### src/rtl/stream_mux_rr.sv
// N-channel valid/ready stream multiplexer with a registered output stage.
// Selection is either a fixed channel index or round-robin over requesting channels.
module stream_mux_rr #(
    parameter int N_CH   = 4,
    parameter int DATA_W = 8,
    parameter int SEL_W  = $clog2(N_CH)
) (
    input  logic                   clk,
    input  logic                   rst_n,
    input  logic                   mode,
    input  logic [SEL_W-1:0]       sel,
    input  logic [N_CH*DATA_W-1:0] in_data,
    input  logic [N_CH-1:0]        in_valid,
    output logic [N_CH-1:0]        in_ready,
    output logic [DATA_W-1:0]      out_data,
    output logic [SEL_W-1:0]       out_ch,
    output logic                   out_valid,
    input  logic                   out_ready
);

    logic [SEL_W-1:0]  rr_ptr;
    logic [DATA_W-1:0] data_p0;
    logic [SEL_W-1:0]  ch_p0;
    logic              vld_p0;

    logic              load_en;
    logic [N_CH-1:0]   grant;
    logic [SEL_W-1:0]  grant_idx;
    logic              grant_any;
    logic [DATA_W-1:0] grant_data;

    // Channel index offs places after base, modulo N_CH (offs is 1..N_CH).
    function automatic logic [SEL_W-1:0] wrap_idx(input logic [SEL_W-1:0] base, input int offs);
        int sum;
        sum = int'(base) + offs;
        if (sum >= N_CH) begin
            sum = sum - N_CH;
        end
        return SEL_W'(sum);
    endfunction

    assign load_en = ~vld_p0 | out_ready;

    always_comb begin
        grant     = '0;
        grant_idx = '0;
        grant_any = 1'b0;
        if (mode) begin
            if ((int'(sel) < N_CH) && in_valid[sel]) begin
                grant[sel] = 1'b1;
                grant_idx  = sel;
                grant_any  = 1'b1;
            end
        end else begin
            // Search starts just after the last served channel.
            for (int k = 1; k <= N_CH; k++) begin
                if (!grant_any && in_valid[wrap_idx(rr_ptr, k)]) begin
                    grant[wrap_idx(rr_ptr, k)] = 1'b1;
                    grant_idx = wrap_idx(rr_ptr, k);
                    grant_any = 1'b1;
                end
            end
        end
    end

    always_comb begin
        grant_data = '0;
        for (int i = 0; i < N_CH; i++) begin
            if (grant[i]) begin
                grant_data = in_data[i*DATA_W +: DATA_W];
            end
        end
    end

    // Ready is held low while in reset even though the empty output stage would allow a load.
    assign in_ready = grant & {N_CH{load_en & rst_n}};

    // Stage p0: output register, loaded only when empty or being drained.
    always_ff @(posedge clk or negedge rst_n) begin
        if (!rst_n) begin
            vld_p0  <= 1'b0;
            data_p0 <= '0;
            ch_p0   <= '0;
            rr_ptr  <= SEL_W'(N_CH - 1);
        end else if (load_en) begin
            if (grant_any) begin
                data_p0 <= grant_data;
                ch_p0   <= grant_idx;
                vld_p0  <= 1'b1;
                rr_ptr  <= grant_idx;
            end else begin
                vld_p0  <= 1'b0;
            end
        end
    end

    assign out_data  = data_p0;
    assign out_ch    = ch_p0;
    assign out_valid = vld_p0;

endmodule

### config.mk
export PLATFORM = sky130hd
export DESIGN_NAME = stream_mux_rr
export DESIGN_NICKNAME = d
export VERILOG_FILES = /design/src/rtl/stream_mux_rr.sv
export SDC_FILE = /design/constraint.sdc
export NUM_CORES = 1
export LEC_CHECK = 0
export BUFFER_PORTS_ARGS = -buffer_cell sky130_fd_sc_hd__buf_2
export CAP_MARGIN = 5
export CELL_PAD_IN_SITES_DETAIL_PLACEMENT = 0
export CELL_PAD_IN_SITES_GLOBAL_PLACEMENT = 1
export CORE_ASPECT_RATIO = 0.5
export CORE_MARGIN = 5
export CORE_UTILIZATION = 30
export DETAILED_ROUTE_END_ITERATION = 8
export PLACE_DENSITY_LB_ADDON = 0.1
export SLEW_MARGIN = 20
export SYNTH_ARGS = -nofsm -noshare
export SYNTH_HDL_FRONTEND = slang
export SYNTH_SLANG_ARGS = --single-unit
### constraint.sdc
create_clock -name clk -period 2.9 [get_ports clk]
set_input_delay 0.29 -clock clk [delete_from_list [all_inputs] [get_ports clk]]
set_output_delay 0.29 -clock clk [all_outputs]
set_load 0.01 [all_outputs]
Yosys cells after proc, flatten, opt, wreduce, memory -nomap -nowiden
Cells that the tools add are included.
{"block": "classes", "n_addsub": 8, "n_mul": 0, "n_div": 0, "magnitude_cmp": 18, "eq_ne": 0, "n_shift": 0, "n_mux": 65, "n_bitwise": 7, "n_reduce_logical": 12}
{"cell": "2-bit 2-to-1 mux", "count": 22}
{"cell": "4-bit 2-to-1 mux", "count": 9}
{"cell": "8-bit 2-to-1 mux", "count": 4}
{"cell": "2-bit by 3-bit less-than comparator with 1-bit output, second input constant", "count": 9}
{"cell": "1-bit 2-to-1 mux", "count": 20}
{"cell": "4-bit bitwise OR", "count": 3}
{"cell": "1-bit binary-select mux with 2-bit select", "count": 5}
{"cell": "1-bit demux with 2-bit select", "count": 5}
{"cell": "2-bit by 1-bit >= comparator with 1-bit output, second input constant", "count": 5}
{"cell": "3-bit >= comparator, second input constant", "count": 3}
{"cell": "1-bit logical AND", "count": 8}
{"cell": "2-bit by 1-bit subtractor with 2-bit output, second input constant", "count": 4}
{"cell": "2-bit by 2-bit adder with 3-bit output, second input constant", "count": 2}
{"cell": "2-bit by 3-bit adder with 4-bit output, second input constant", "count": 1}
{"cell": "4-bit AND", "count": 1}
{"cell": "4-bit by 3-bit >= comparator with 1-bit output, second input constant", "count": 1}
{"cell": "2-bit by 1-bit adder with 3-bit output, second input constant", "count": 1}
{"cell": "1-bit zero test", "count": 3}
{"cell": "2-bit AND reduction", "count": 1}
{"cell": "1-bit AND", "count": 1}
{"cell": "1-bit NOT", "count": 1}
{"cell": "1-bit bitwise OR", "count": 1}
{"block": "totals", "ff_bits": 13, "latch_bits": 0, "mem_bits_rw": 0, "rom_bits": 0, "input_bits": 42, "out_inout_bits": 15, "word_cells": 114, "memories": 0}

Logic depth before layout (Yosys ltp)
Gate-level depths: netlist of run 1.
{"block": "depth", "ltp_word": 31, "ltp_mapped": 12, "mapped_depth_nobuf": 8}

Worst setup path before layout of run 1
OpenSTA, ideal clock, no wires.
{"block": "synth_timing", "kind": "register to register", "start": "register rr_ptr[0]", "end": "register data_p0[0], in the netlist out_data[0]", "setup_ns": 0.126, "t_arrival_ns": 3.100, "required_time_ns": 2.774, "slack_ns": -0.326, "path_stages_with_launch": 12, "n_path_buf": 3, "synth_period_minus_slack_ns": 3.226, "cell_sequence": "dfstp_2 buf_6 clkbuf_1 inv_1 ha_1 mux4_2 a21oi_1 a221o_1 buf_2 nand3_1 a32o_1 a221o_1"}
{"block": "synth_between", "elab_chain_cells": 24, "word_cells_on_any_way": 86, "cone_classes": "add/sub (8); order compare (12); mux (52); bitwise (3); reduce/logical (11)"}
{"item": "start, declared", "line": "21", "source": "logic [SEL_W-1:0] rr_ptr;"}
{"item": "start signal, assigned", "line": "84", "source": "rr_ptr <= SEL_W'(N_CH - 1);"}
{"item": "start signal, assigned", "line": "90", "source": "rr_ptr <= grant_idx;"}
{"item": "2-bit by 1-bit adder with 3-bit output", "line": "35", "source": "sum = int'(base) + offs;"}
{"item": "3-bit >= comparator or 2-bit by 1-bit subtractor with 2-bit output (tied branches)", "line": "36, 37"}
{"item": "2-bit 2-to-1 mux", "line": "36", "source": "if (sum >= N_CH) begin"}
{"item": "2-bit 2-to-1 mux (on tied branches)", "line": "57, 48"}
{"item": "2-bit 2-to-1 mux or 1-bit binary-select mux with 2-bit select (tied branches)", "line": "48, 57"}
{"item": "2-bit by 3-bit less-than comparator with 1-bit output (implied by the code), or another cell as far along", "line": "58", "source": "grant[wrap_idx(rr_ptr, k)] = 1'b1;"}
{"item": "1-bit logical AND (implied by the code) or 1-bit 2-to-1 mux (tied branches)", "line": "58, 57"}
{"item": "1-bit 2-to-1 mux (on tied branches)", "line": "58, 48"}
{"item": "(+5 left out)"}
{"item": "4-bit 2-to-1 mux or 1-bit logical AND (tied branches)", "line": "48, 57"}
{"item": "4-bit bitwise OR (no source line) or 1-bit 2-to-1 mux (tied branches)"}
{"item": "4-bit 2-to-1 mux or 1-bit 2-to-1 mux (tied branches)", "line": "57, 48"}
{"item": "4-bit 2-to-1 mux or 1-bit zero test (tied branches)", "line": "48, 57"}
{"item": "4-bit bitwise OR (no source line) or 1-bit logical AND (tied branches)"}
{"item": "4-bit 2-to-1 mux", "line": "57", "source": "if (!grant_any && in_valid[wrap_idx(rr_ptr, k)]) begin"}
{"item": "4-bit 2-to-1 mux", "line": "48", "source": "if (mode) begin"}
{"item": "8-bit 2-to-1 mux (4 in series)", "line": "69", "source": "if (grant[i]) begin"}
{"item": "end signal, assigned", "line": "87", "source": "data_p0 <= grant_data;"}
{"item": "end, declared", "line": "22", "source": "logic [DATA_W-1:0] data_p0;"}
Parallel ways exist; a longest one is shown, timed or not. The select of a mux whose other input is x is not followed.
A chain may end at the register's enable or synchronous reset.

Worst setup path after layout of run 1
{"block": "layout_timing", "start": "register rr_ptr[0]", "end": "register data_p0[5], in the netlist out_data[5]"}
Same word-level chain as after synthesis.

==> impl_metrics.env, run 1 <==
export IMPL_synth_common_cells="23 x nand2_1, 15 x o21ai_0, 11 x dfrtp_1, 10 x clkbuf_1"
export IMPL_cp_slowest_cell="dfstp_2"
export IMPL_viasPerCell=5.32
export IMPL_cts_buffer_depth=2
export IMPL_setup_viol=1
export IMPL_worstSetupEndpointType="flop"
export IMPL_synth_fp_nets=228
export IMPL_n_antenna_cell=0
export IMPL_hold_path_class="input port to async pin"
export IMPL_post_dp_cell_area_sq_mm=0.00189
export IMPL_drtAntennaViolNets=0
export IMPL_synth_top_area_cell="dfrtp_1"
export IMPL_design_area_sq_mm=0.00210
export IMPL_antenna_found_initial=0
export IMPL_finalWirelength_um=5070
export IMPL_dr_pass1_iters=4
export IMPL_crit_family="compound AO/OA/AOI/OAI gates"
export IMPL_p_leak_nw=0.996
export IMPL_final_max_slew_viol_count=0
export IMPL_yosysWarnings=0
export IMPL_rr_worst_depth=6
export IMPL_synthFlopType="dfrtp_1"
export IMPL_coreArea_sq_mm=0.00484
export IMPL_layout_drive_gt1_share_pct=44.0
export IMPL_grt_max_degree=16
export IMPL_row_count=18
export IMPL_synth_seq_area_share_pct=22.3
export IMPL_wl_per_cell_um=16.0
export IMPL_area_growth_pct=42.3
export IMPL_tightest_slew_ps=505
export IMPL_arrival_ps=3060
export IMPL_cp_num_cells=6
export IMPL_tns_ps=-33.9
export IMPL_die_area_sq_mm=0.00649
export IMPL_fmax_mhz=341
export IMPL_violations="negative setup slack"
export IMPL_worstPathBufferInverterCount=1
export IMPL_grt_pass1_wl_um=7810
export IMPL_crit_type="flop to flop"
export IMPL_setup_slack_ps=-33.9
export IMPL_vdd_drop_max_mv=0.275
export IMPL_die_h_um=59.5
export IMPL_place_gp_congestion=0.809
export IMPL_dp_hpwl_um=3680
export IMPL_path_clk_slew_ps=60
export IMPL_syn_cell_area_sq_mm=0.00147
export IMPL_relSlewSlack_pct=66.2
export IMPL_synth_edf_count=0
export IMPL_grt_remaining_overflow=0
export IMPL_finalHoldViolCount=0
export IMPL_die_width_um=109
export IMPL_netlist_area_leader_share_pct=18.7
export IMPL_maxCapViolCount=0
export IMPL_grt_total_usage_pct=15.4
export IMPL_post_route_util_pct=43.3
export IMPL_nets=299
export IMPL_finalCritPeriodShare_pct=101
export IMPL_cp_max_fo=6
export IMPL_grt_pass1_vias=1610
export IMPL_drt_initial_drc_count=81
export IMPL_cts_tree="done"
export IMPL_period_needed_ps=2930
export IMPL_synthCells=178
export IMPL_fill_cells=499
export IMPL_drcViolationCount=0
export IMPL_io_buffers=56
export IMPL_max_stage_delay_ps=580
export IMPL_rsz0062_at_grt="yes"
export IMPL_numCtsBuffers=3
export IMPL_pin_count=57
export IMPL_start_util_pct=30.4
export IMPL_root_buffer="clkbuf_8"
export IMPL_clock_sinks=13
export IMPL_p_per_area_mw_per_mm2=694
export IMPL_synth_seq_cells=13
export IMPL_synth_async_reset_ratio_pct=100
export IMPL_synthTopCellsByArea="dfrtp_1 19%, ha_1 6.8%, a221o_1 6.1%"
export IMPL_synth_most_common_cell="nand2_1"
export IMPL_path_cells="mux4_2, or4b_1, a221o_2, buf_4, a32o_1, a221o_1"
export IMPL_worst_skew_pair_late_latency_ps=250
export IMPL_status="finished with violations"
export IMPL_fin_skew_ps=5.83
export IMPL_synth_area_per_cell_sq_um=8.27
export IMPL_htree_levels=1
export IMPL_synth_distinct_cells=43
export IMPL_cp_start_kind="flop"
export IMPL_via_count=1692
export IMPL_worstPathRequired_ps=3020
==> worst reg2reg max path, delay by kind of cell (launching register included) <==
family                 cells  cell delay (ps)
buffers and inverters      1              160
muxes                      1              580
AOI/OAI and AO/OA          3              990
and+or+nand+nor            1              500
DFF                        1              580
==> flip-flops by register name (all words and copies together) (netlist names) <==
register and count:
out_ch 2, out_data 8, rr_ptr 2, out_valid 1
==> area by class of cell <==
| class | instances | area [sq um] | area share [%] |
|---|---|---|---|
| Inverter | 9 | 33.8 | 1.61 |
| Multi-Input combinational cell | 141 | 1090 | 52.0 |
| Timing Repair Buffer | 81 | 512 | 24.4 |
| Tap cell | 70 | 87.6 | 4.18 |
| Sequential cell | 13 | 328 | 15.6 |
| Clock buffer | 4 | 45.0 | 2.15 |
==> cell families (layout without fill, tap and decap cells) <==
| group | count (synthesis) | after routing | share of synthesized area, % |
|---|---|---|---|
| adders and majority gates | 8 | 8 | 6.80 |
| buffers and inverters | 24 | 94 | 7.82 |
| and+or+nand+nor | 66 | 66 | 24.6 |
| AOI/OAI and AO/OA | 60 | 60 | 31.3 |
| DFF | 13 | 13 | 22.3 |
| muxes | 7 | 7 | 7.31 |
==> routing by layer <==
layer,vias up,global-route usage [%],wire [um]
li1,823,-,-
met1,798,21.4,2410
met2,63,24.5,2330
met3,8,3.05,278
met4,0,3.96,53
met5,-,0,0
==> metrics by stage <==
stage / hold slack [ps] / std cells / setup WS [ps] / total power [mW]
floorplan: -5.59 / 178 / 33.7 / 0.855
global placement: 199 / 303 / 12.4 / 1.13
detailed placement: 200 / 303 / -31.0 / 1.13
CTS: 30.3 / 316 / -30.0 / 1.42
global route: 27.9 / 318 / -88.1 / 1.56
finish: 25.9 / 318 / -33.9 / 1.45
==> path summary, 6_finish.rpt <==
kind	from	endpoint	slack (ps)
min reg2reg	out_ch[0]$_DFFE_PN0P_	out_ch[0]$_DFFE_PN0P_	470
min	rst_n	rr_ptr[0]$_DFFE_PN1P_	30
max reg2reg	rr_ptr[0]$_DFFE_PN1P_	out_data[5]$_DFFE_PN0P_	-30
max in group asynchronous	rst_n	out_ch[0]$_DFFE_PN0P_	1940
max	rr_ptr[0]$_DFFE_PN1P_	out_data[5]$_DFFE_PN0P_	-30
min in group clk	in_data[19]	out_data[3]$_DFFE_PN0P_	280
==> where the power goes <==
group	internal (mW)	leakage, nW	switching (mW)
combinational	0.494	0.816	0.482
clock	0.0971	0.0228	0.0674
sequential	0.261	0.158	0.0528
==> cells in the final DEF (no fill, tap or decap), types with 2 or more instances in the layout <==
cell type  netlist  routed
buf_2            2      56
o21ai_0         15      15
a21o_1           2       2
a211oi_1         3       3
dfstp_2          2       2
nor3_1           6       6
a32oi_1          2       2
a32o_2           0       4
or3b_2           2       2
mux2i_1          4       4
nand3b_1         2       2
inv_1            9       8
ha_1             8       7
buf_12           0       3
dfrtp_1         11      11
or4b_4           0       2
a221o_1          9       8
nor2b_1          5       5
a211o_1          4       3
nor2_1           5       4
a221oi_2         1       3
buf_4            0      20
and3_1           9       8
a32o_1           8       4
clkbuf_8         0       3
mux4_2           3       3
a21oi_1          8       7
nand2_1         23      23
==> what timing repair did <==
item                                    4_1_cts  5_1_grt
setup buffers                                 8        2
pin swaps                                    10       10
gates resized for setup                      13        2
hold buffers                                  1        0
endpoints found under the hold margin        11        0
endpoints found under the setup margin       12       12
No activity file was read; power rests on OpenSTA's default activity.
==> run 2, diff against run 1 <==
Settings changed: REMOVE_ABC_BUFFERS from default to 1.
==> impl_metrics.env, run 2 (synthesized netlist as in run 1, its figures left out) <==
export IMPL_status="finished with violations"
export IMPL_violations="negative setup slack"
export IMPL_vdd_drop_max_mv=0.245
export IMPL_area_growth_pct=38.4
export IMPL_crit_type="flop to output pin"
export IMPL_htree_levels=1
export IMPL_hold_slack_ps=274
export IMPL_pin_count=57
export IMPL_setup_viol=1
export IMPL_p_per_area_mw_per_mm2=692
export IMPL_pwr_share_clk_pct=12.5
export IMPL_clock_sinks=13
export IMPL_finalCritPeriodShare_pct=100
export IMPL_rsz0062_at_grt="yes"
export IMPL_finalWirelength_um=5300
export IMPL_finalHoldViolCount=0
export IMPL_dr_pass1_iters=4
export IMPL_grt_max_degree=16
export IMPL_layout_drive_gt1_share_pct=41.1
export IMPL_cts_tree="done"
export IMPL_period_needed_ps=2900
export IMPL_p_leak_nw=0.955
export IMPL_hold_path_class="input port to flop"
export IMPL_n_antenna_cell=0
export IMPL_fmax_mhz=345
export IMPL_grt_pass1_vias=1666
export IMPL_switchingPower_mw=0.602
export IMPL_largest_register_ffs=8
export IMPL_multi_input_area_sq_mm=0.00108
export IMPL_die_area_sq_mm=0.00649
export IMPL_relSlewSlack_pct=68.1
export IMPL_coreArea_sq_mm=0.00484
export IMPL_layout_common_cells="56 x buf_2, 23 x nand2_1, 21 x buf_4, 15 x o21ai_0, 11 x dfrtp_1"
export IMPL_drtAntennaViolNets=0
export IMPL_tns_ps=-2.19
export IMPL_cts_buffer_depth=2
export IMPL_wl_per_cell_um=16.8
export IMPL_fin_skew_ps=6.84
export IMPL_path_clk_slew_ps=70
export IMPL_antenna_found_initial=0
export IMPL_final_common_cell="buf_2"
export IMPL_start_util_pct=30.4
export IMPL_swShare_pct=42.7
export IMPL_worstPathRequired_ps=2610
export IMPL_row_count=18
export IMPL_worst_skew_pair_late_latency_ps=250
export IMPL_tightest_slew_ps=474
export IMPL_worstSetupEndpointType="output pin"
export IMPL_die_h_um=59.5
export IMPL_place_gp_congestion=0.870
export IMPL_dp_hpwl_um=4050
export IMPL_numCtsBuffers=3
export IMPL_p_seq_share_pct=21.7
export IMPL_p_comb_share_pct=65.8
export IMPL_root_buffer="clkbuf_8"
export IMPL_die_width_um=109
export IMPL_fill_cells=507
export IMPL_cp_start_kind="flop"
export IMPL_p_int_mw=0.807
export IMPL_maxCapViolCount=0
export IMPL_drt_initial_drc_count=99
export IMPL_nets=297
export IMPL_grt_pass1_wl_um=8340
export IMPL_io_buffers=56
export IMPL_grt_total_usage_pct=16.3
export IMPL_grt_remaining_overflow=0
export IMPL_final_max_slew_viol_count=0
export IMPL_total_power_mw=1.41
export IMPL_cp_max_fo=6
export IMPL_setup_slack_ps=-2.19
export IMPL_via_count=1664
export IMPL_arrival_ps=2610
export IMPL_viasPerCell=5.27
export IMPL_ff_latch_area_sq_um=328
export IMPL_drcViolationCount=0
## run 2: worst max-delay path, stage by stage (launching register included)
cell and delay (ps):
dfstp_2 560, mux4_2 580, or4b_1 490, a221o_2 410, a31oi_1 160, buf_2 160
## run 2: area by class of cell
cell class              count  share of cell area, %
flip-flops and latches     13                   16.1
repair buffers             79                   22.5
inverters                   9                   1.66
clock buffers               4                   2.21
well taps                  70                   4.30
multi-input cells         141                   53.2
## run 2: what timing repair did
action	4_1_cts	5_1_grt
setup buffers	8	3
gates resized for setup	6	7
cloned	0	0
pin swaps	2	3
hold buffers	1	0
setup endpoints to repair	12	12
endpoints found under the hold margin	11	0
## run 2: worst paths after layout
kind / startpoint / to / slack [ps] / cells past startpoint
min reg2reg: out_ch[1]$_DFFE_PN0P_ / out_ch[1]$_DFFE_PN0P_ / 480 / 2
max: rr_ptr[0]$_DFFE_PN1P_ / in_ready[1] / -2 / 5
min in group asynchronous: rst_n / out_ch[1]$_DFFE_PN0P_ / 480 / 2
max in group asynchronous: rst_n / rr_ptr[1]$_DFFE_PN1P_ / 2110 / 2
max reg2reg: rr_ptr[0]$_DFFE_PN1P_ / out_data[1]$_DFFE_PN0P_ / 10 / 6
min: in_data[19] / out_data[3]$_DFFE_PN0P_ / 270 / 2
## run 2: power groups by stage
stage | clock [mW] | sequential [mW] | combinational (mW)
2_1_floorplan | 0 | 0.359 | 0.427
3_3_place_gp | 0 | 0.309 | 0.784
6_report | 0.176 | 0.306 | 0.928
5_1_grt | 0.187 | 0.315 | 1.01
4_1_cts | 0.181 | 0.307 | 0.862
3_5_place_dp | 0 | 0.310 | 0.786
## run 2: through the flow
stage / instance area (sq um) / cells / utilization (%) / worst slack, ps
floorplan: 1390 / 163 / - / -189
global placement: 1850 / 301 / 38.2 / -91.3
detailed placement: 1850 / 301 / 38.2 / -187
CTS: 1980 / 314 / 41.0 / 3.50
global route: 2040 / 316 / 42.1 / -103
finish: 2040 / 316 / 42.1 / -2.19
## run 2: layer usage
layer	wire length, um	global-route usage, %	vias to the layer above
met2	2450	27.3	38
met1	2600	23.3	801
li1	-	-	823
met5	0	0	-
met4	25	2.16	0
met3	226	1.74	2
